**src/rtl/edge_period_meter_if.sv**
```systemverilog
// Measurement bus of the edge period meter: the signal under test going in,
// the period / high-time results and status coming out.
interface edge_period_meter_if #(
  parameter int WIDTH = 32
);
  logic             sig_in;
  logic [WIDTH-1:0] period;
  logic [WIDTH-1:0] high_time;
  logic             valid;
  logic             timeout;
  logic [15:0]      meas_count;

  // Side that drives the input signal and consumes measurements
  modport master (
    output sig_in,
    input  period, high_time, valid, timeout, meas_count
  );

  // The meter itself
  modport slave (
    input  sig_in,
    output period, high_time, valid, timeout, meas_count
  );
endinterface

```
**src/rtl/edge_period_meter.sv**
```systemverilog
// Edge period meter: synchronises a slow asynchronous square wave, detects its
// edges and reports rise-to-rise period and rise-to-fall high time in clk
// cycles, one result per input cycle, plus a timeout flag for a stopped input.
module edge_period_meter #(
  parameter int          WIDTH   = 32,
  parameter int unsigned TIMEOUT = 200_000_000
) (
  input  logic               clk,
  input  logic               rst,
  edge_period_meter_if.slave bus
);

  localparam logic [WIDTH-1:0] TMAX = WIDTH'(TIMEOUT);
  localparam logic [WIDTH-1:0] ONE  = WIDTH'(1);

  typedef enum logic {
    IDLE,
    MEAS
  } state_t;

  logic             s1, s2, d;
  logic             rise, fall;
  logic [WIDTH-1:0] cnt, hcnt, hi_cap;
  state_t           state;
  logic [WIDTH-1:0] period_r, high_time_r;
  logic             valid_r, timeout_r;
  logic [15:0]      meas_count_r;

  // Two-flop synchroniser followed by a delay flop for edge detection
  always_ff @(posedge clk) begin
    if (rst) begin
      s1 <= 1'b0;
      s2 <= 1'b0;
      d  <= 1'b0;
    end else begin
      s1 <= bus.sig_in;
      s2 <= s1;
      d  <= s2;
    end
  end

  assign rise = s2 & ~d;
  assign fall = ~s2 & d;

  // Cycle counters: reload on rise, saturate at TIMEOUT; hcnt freezes on fall
  // and its value at the fall is the high time of the current cycle
  always_ff @(posedge clk) begin
    if (rst) begin
      cnt    <= '0;
      hcnt   <= '0;
      hi_cap <= '0;
    end else begin
      if (rise)
        cnt <= ONE;
      else if (cnt < TMAX)
        cnt <= cnt + ONE;

      if (rise)
        hcnt <= ONE;
      else if (!fall && hcnt < TMAX)
        hcnt <= hcnt + ONE;

      if (fall)
        hi_cap <= hcnt;
    end
  end

  // Measurement FSM with registered outputs; a rise coinciding with the
  // saturation point still counts as a measurement of exactly TIMEOUT
  always_ff @(posedge clk) begin
    if (rst) begin
      state        <= IDLE;
      period_r     <= '0;
      high_time_r  <= '0;
      valid_r      <= 1'b0;
      timeout_r    <= 1'b0;
      meas_count_r <= '0;
    end else begin
      valid_r <= 1'b0;
      case (state)
        IDLE: begin
          if (rise) begin
            state     <= MEAS;
            timeout_r <= 1'b0;
          end else if (cnt == TMAX) begin
            timeout_r <= 1'b1;
          end
        end
        MEAS: begin
          if (rise) begin
            period_r     <= cnt;
            high_time_r  <= hi_cap;
            valid_r      <= 1'b1;
            meas_count_r <= meas_count_r + 16'd1;
            timeout_r    <= 1'b0;
          end else if (cnt == TMAX) begin
            state     <= IDLE;
            timeout_r <= 1'b1;
          end
        end
        default: state <= IDLE;
      endcase
    end
  end

  assign bus.period     = period_r;
  assign bus.high_time  = high_time_r;
  assign bus.valid      = valid_r;
  assign bus.timeout    = timeout_r;
  assign bus.meas_count = meas_count_r;

endmodule

```
**src/flat_wrapper.sv**
```systemverilog
// flat-port wrapper written by rule: the top's interface ports become plain ports
module edge_period_meter_flat 
#(
  parameter int          WIDTH   = 32,
  parameter int unsigned TIMEOUT = 200_000_000
)
  (clk, rst, bus_sig_in, bus_period, bus_high_time, bus_valid, bus_timeout, bus_meas_count);
  edge_period_meter_if #(.WIDTH(WIDTH)) bus_i ();
  input  logic clk;
  input  logic rst;
  input wire logic [$bits(bus_i.sig_in)-1:0] bus_sig_in;
  output wire logic [$bits(bus_i.period)-1:0] bus_period;
  output wire logic [$bits(bus_i.high_time)-1:0] bus_high_time;
  output wire logic [$bits(bus_i.valid)-1:0] bus_valid;
  output wire logic [$bits(bus_i.timeout)-1:0] bus_timeout;
  output wire logic [$bits(bus_i.meas_count)-1:0] bus_meas_count;
  assign bus_i.sig_in = bus_sig_in;
  assign bus_period = bus_i.period;
  assign bus_high_time = bus_i.high_time;
  assign bus_valid = bus_i.valid;
  assign bus_timeout = bus_i.timeout;
  assign bus_meas_count = bus_i.meas_count;
  edge_period_meter #(.WIDTH(WIDTH), .TIMEOUT(TIMEOUT)) u_core (.clk(clk), .rst(rst), .bus(bus_i));
endmodule
```
**config.mk**
```make
export PLATFORM = sky130hd
export DESIGN_NAME = edge_period_meter_flat
export DESIGN_NICKNAME = d
export VERILOG_FILES = /design/src/rtl/edge_period_meter_if.sv /design/src/rtl/edge_period_meter.sv /design/src/flat_wrapper.sv
export SDC_FILE = /design/constraint.sdc
export NUM_CORES = 1
export LEC_CHECK = 0
export BUFFER_PORTS_ARGS = -buffer_cell sky130_fd_sc_hd__buf_2
export CAP_MARGIN = 20
export CORE_UTILIZATION = 50
export DETAILED_ROUTE_END_ITERATION = 7
export PLACE_DENSITY = 0.7
export SETUP_SLACK_MARGIN = 0.4
export SYNTH_ARGS = -nofsm -noshare
export SYNTH_HDL_FRONTEND = slang
export SYNTH_SLANG_ARGS = --single-unit
```
**constraint.sdc**
```tcl
create_clock -name clk -period 4 [get_ports clk]
set_input_delay 1 -clock clk [delete_from_list [all_inputs] [get_ports clk]]
set_output_delay 1 -clock clk [all_outputs]
set_load 0.02 [all_outputs]
```
Word-level counts from Yosys, hierarchy flattened
Cells that the tools add are included.

operators by class
  eq/ne operators = 1
  $add $sub $neg = 3
  reduce and logical (&&, ||, !) cells = 8
  magnitude comparators = 2
  bitwise gates (word level) = 5
  muxes and demuxes = 10

operators by type and width
  operator                                                                 count
  32-bit by 1-bit adder with 32-bit output, second input constant          2
  32-bit by 28-bit < comparator with 1-bit output, second input constant   2
  32-bit by 28-bit equality test with 1-bit output, second input constant  1
  16-bit by 1-bit adder with 16-bit output, second input constant          1
  1-bit 2-to-1 mux                                                         9
  2-bit nonzero test                                                       3
  2-bit OR reduction                                                       2
  1-bit inverter                                                           3
  1-bit bitwise AND                                                        2
  1-bit case mux with 2 select lines                                       1
  2-bit AND reduction                                                      1
  1-bit logical AND                                                        1
  1-bit logical NOT                                                        1

word-level totals
  flip-flop bits (word level) = 182
  input bits = 3

Logic depth before layout (Yosys ltp)
  word-level depth = 6
  gate-level depth with buffers = 8
  depth with buffers taken out = 6

Worst setup path after synthesis
OpenSTA, ideal clock, no wires.

  path type = register -> register
  start point = register u_core.hcnt[31]
  end point = register u_core.hcnt[13]
  path buffers = 1
  setup time = 70 ps
  cell stages (with the launch flop) = 7
  data arrival time = 1906 ps
  slack = 2023 ps
  required time = 3930 ps
  cell sequence = dfxtp_1 > or4_4 > nor3b_4 > a2bb2oi_1 > clkbuf_1 > or4_1 > a21oi_1

on the way
  cells in the longest elaborated chain, start to end = 2

ends and longest elaborated chain
  element                                          line                     source
  start, declared                                  edge_period_meter.sv:23  logic [WIDTH-1:0] cnt, hcnt, hi_cap;
  start signal, assigned                           edge_period_meter.sv:61  hcnt <= hcnt + ONE;
  32-bit by 28-bit < comparator with 1-bit output  edge_period_meter.sv:60  else if (!fall && hcnt < TMAX)
  1-bit logical AND                                edge_period_meter.sv:60

No other way between the ends.
A chain may end at the register's enable or synchronous reset.

Worst setup path after layout
  start point = register u_core.cnt[28]
  end point = register u_core.cnt[15]

on the way
  cells in the longest elaborated chain, start to end = 1

ends and longest elaborated chain
  element                                          line                     source
  start, declared                                  edge_period_meter.sv:23
  start signal, assigned                           edge_period_meter.sv:56  cnt <= cnt + ONE;
  32-bit by 28-bit < comparator with 1-bit output  edge_period_meter.sv:55  else if (cnt < TMAX)

No other way between the ends.

==> impl_metrics.csv <==
group,metric,value,unit
floorplan,core,14000,um^2
critical_path,arrival,2890,ps
synthesis,syn-cell-area,7270,um^2
cells_and_area,area_growth,15.2,%
floorplan,die_area,15000,um^2
cts,clock_path_buffers,2,
critical_path,regToRegSetupSlack,1460,ps
power,p_leak,3.02,nW
status,status,"finished clean",
min_path,hold_depth,1,
synthesis,synthCells,894,
cts,cts_made_buffers,17,
critical_path,cp-start-kind,"register",
detailed_routing,vias_per_cell,5.50,
timing,clock_skew,6.55,ps
cts,clock_sinks,182,
timing,setup_ws,1460,ps
synthesis,yosysTopAreaCellShare,0.501,
critical_path,path_buf_inv,0,
place,dp_worst_setup_slack,1140,ps
detailed_routing,dr_wl_met3,649,um
cells_and_area,diodes,0,
detailed_routing,wl_met1,8130,um
detailed_routing,detail-route-antenna-nets,0,
cells_and_area,fillers,1299,
grt,track_usage,0.221,
job,cap_viol_max_count,0,
timing,rsz0062_at_grt,"no",
synthesis,seq_area_frac_synth,0.501,
cts,cts_tree,"built",
grt,grt.overflow.total,0,
timing,maxSlewHeadroom,0.457,
cells_and_area,layout-drive-gt1-share,0.145,
timing,drv_slew,0,
critical_path,crit_path_max_incr_delay,710,ps
min_path,holdCritPathClass,"reg2reg",
critical_path,crit_fanout,27,
timing,fin_setup_tns,0,ps
cts,worstSkewPairLatency,420,ps
cts,cts_hold_buf,0,
synthesis,synth.distinct_cells,49,
detailed_routing,maxUsedRoutingLayer,"met4",
timing,tightest_slew,807,ps
floorplan,die_y,123,um
cells_and_area,nets,960,
critical_path,worstSetupEndpointType,"register",
synthesis,yosysTopAreaCell,"dfxtp_1",
synthesis,synth-seq-cells,182,
synthesis,yosysWarnings,0,
synthesis,synthTopCellsByArea,"dfxtp_1 50%, nand2_1 12%, a21oi_1 9.4%",
critical_path,crit_required,4340,ps
grt,grt_pass1_wl,26600,um
detailed_routing,dr.pass1.iters,7,
place,dpl.hpwl,10200,um
cts,root_buffer,"clkbuf_16",
grt,grt_start_max_net_pins,68,
critical_path,slowest_stage,"nor4_1",
synthesis,yosys_most_used_dff,"dfxtp_1",
timing,max_freq,393,MHz
cts,htree_levels,4,
timing,finalHoldViolCount,0,
synthesis,synth-edff-count,0,
critical_path,cpLargestDelayFamily,"simple AND/OR/NAND/NOR gates",
detailed_routing,drtIter0Drc,315,
cells_and_area,multiInputGateArea,3400,um^2
grt,grt_pass1_vias,5488,
floorplan,ios,85,
cts,ctsResizeCount,0,
detailed_routing,wl,15900,um
detailed_routing,via_count,6293,
synthesis,synth.avg_cell_area,8.13,um^2
timing,setup_viol,0,
detailed_routing,drc,0,
power,pwr_density_cell,422,nW/um^2
synthesis,synth_nets,901,
critical_path,worst_r2r_path_depth,5,
timing,hold_slack,441,ps
detailed_routing,wl_per_cell,13.9,um
cts,postCtsSetupRepairBufs,0,
timing,min_period,2540,ps
power,ir_drop,0.272,mV
floorplan,rows,43,
place,port_buffers,84,
detailed_routing,wl_met2,6970,um
critical_path,cp_cell_sequence,"nor4_1 -> nand2_1 -> a21o_1 -> or4_1 -> a21oi_1",
critical_path,cp.depth,5,
place,gp_congestion,0.840,
timing,min_period_over_period,0.636,
critical_path,crit_type,"reg2reg",
cells_and_area,regArea,3640,um^2
floorplan,start_util,0.517,
grt,antenna_found_initial,0,
synthesis,async_flop_share,0,
cts,clk_pin_slew,60,ps
floorplan,die_width,123,um
==> synth_stat cells (8+ instances only) <==
master and n:
clkbuf_1 46, nor2_1 36, o211ai_1 10, nand4_1 24, nand2_1 234, dfxtp_1 182, or4_1 17, nand3_1 28
inv_1 8, xnor2_1 12, xor2_1 8, nor4_1 8, and2_1 11, a21oi_1 136, o21ai_0 27, or3_1 25
==> layout make-up <==
| type | count | area share |
|---|---|---|
| clock inverters | 9 | 0.0123 |
| repair buffers | 94 | 0.0595 |
| inverters | 8 | 0.00359 |
| well taps | 180 | 0.0269 |
| clock buffers | 21 | 0.0562 |
| flip-flops and latches | 182 | 0.435 |
| multi-input cells | 650 | 0.406 |
==> worst paths after layout <==
kind | from | to
hold / removal | u_core.s1 | u_core.s2
setup / recovery | u_core.cnt[28] | u_core.cnt[15]
hold reg to reg | u_core.s1 | u_core.s2
setup reg to reg | u_core.cnt[28] | u_core.cnt[15]
==> through the flow <==
stage / cells / total power [W] / utilization / area (um^2)
floorplan: 894 / 0.00192 / - / 7270
global placement: 1114 / 0.00195 / 0.555 / 7790
detailed placement: 1114 / 0.00195 / 0.555 / 7790
CTS: 1144 / 0.00357 / 0.596 / 8370
global route: 1144 / 0.00365 / 0.596 / 8370
finish: 1144 / 0.00353 / 0.596 / 8370
==> power by group <==
part           switching, W  leakage [nW]  internal, W  total [W]
clock              0.000668         0.277     0.000958    0.00163
combinational     0.0000579          1.28    0.0000185  0.0000764
sequential        0.0000100          1.47      0.00182    0.00183
total              0.000736          3.02      0.00280    0.00353
==> registers in the layout, summed over array words and instances, names as in the netlist <==
register               flops
u_core.s1                  1
u_core.bus.meas_count     16
u_core.state               1
u_core.bus.timeout         1
u_core.bus.period         32
u_core.hcnt               32
u_core.hi_cap             32
u_core.s2                  1
u_core.bus.valid           1
u_core.bus.high_time      32
u_core.cnt                32
u_core.d                   1
==> metal layers <==
metal  vias to the layer above  GRT usage
met4                         0     0.0861
met3                        13     0.0409
li1                       3214          -
met1                      2927      0.319
met5                         -          0
met2                       139      0.325
==> placed cells by master, fill, tap and decap left out, types with 12 or more instances in the layout <==
master,count
nand2_1,233
dfxtp_1,182
a21oi_1,136
buf_2,83
nor2_1,36
nand3_1,28
o21ai_0,27
or3_1,25
nand4_1,24
or4_1,17
clkbuf_16,17
xnor2_1,12
==> kinds of logic (layout without fill, tap and decap cells) <==
kind of cell | after synthesis | in the layout | synth area share
compound gates | 194 | 194 | 0.145
buf+inv | 62 | 132 | 0.0325
xor+xnor | 20 | 20 | 0.0241
fa+ha+maj | 4 | 4 | 0.00689
mux | 3 | 3 | 0.00413
simple gates | 429 | 429 | 0.286
flops | 182 | 182 | 0.501
Power figures use the tool's default switching activity.
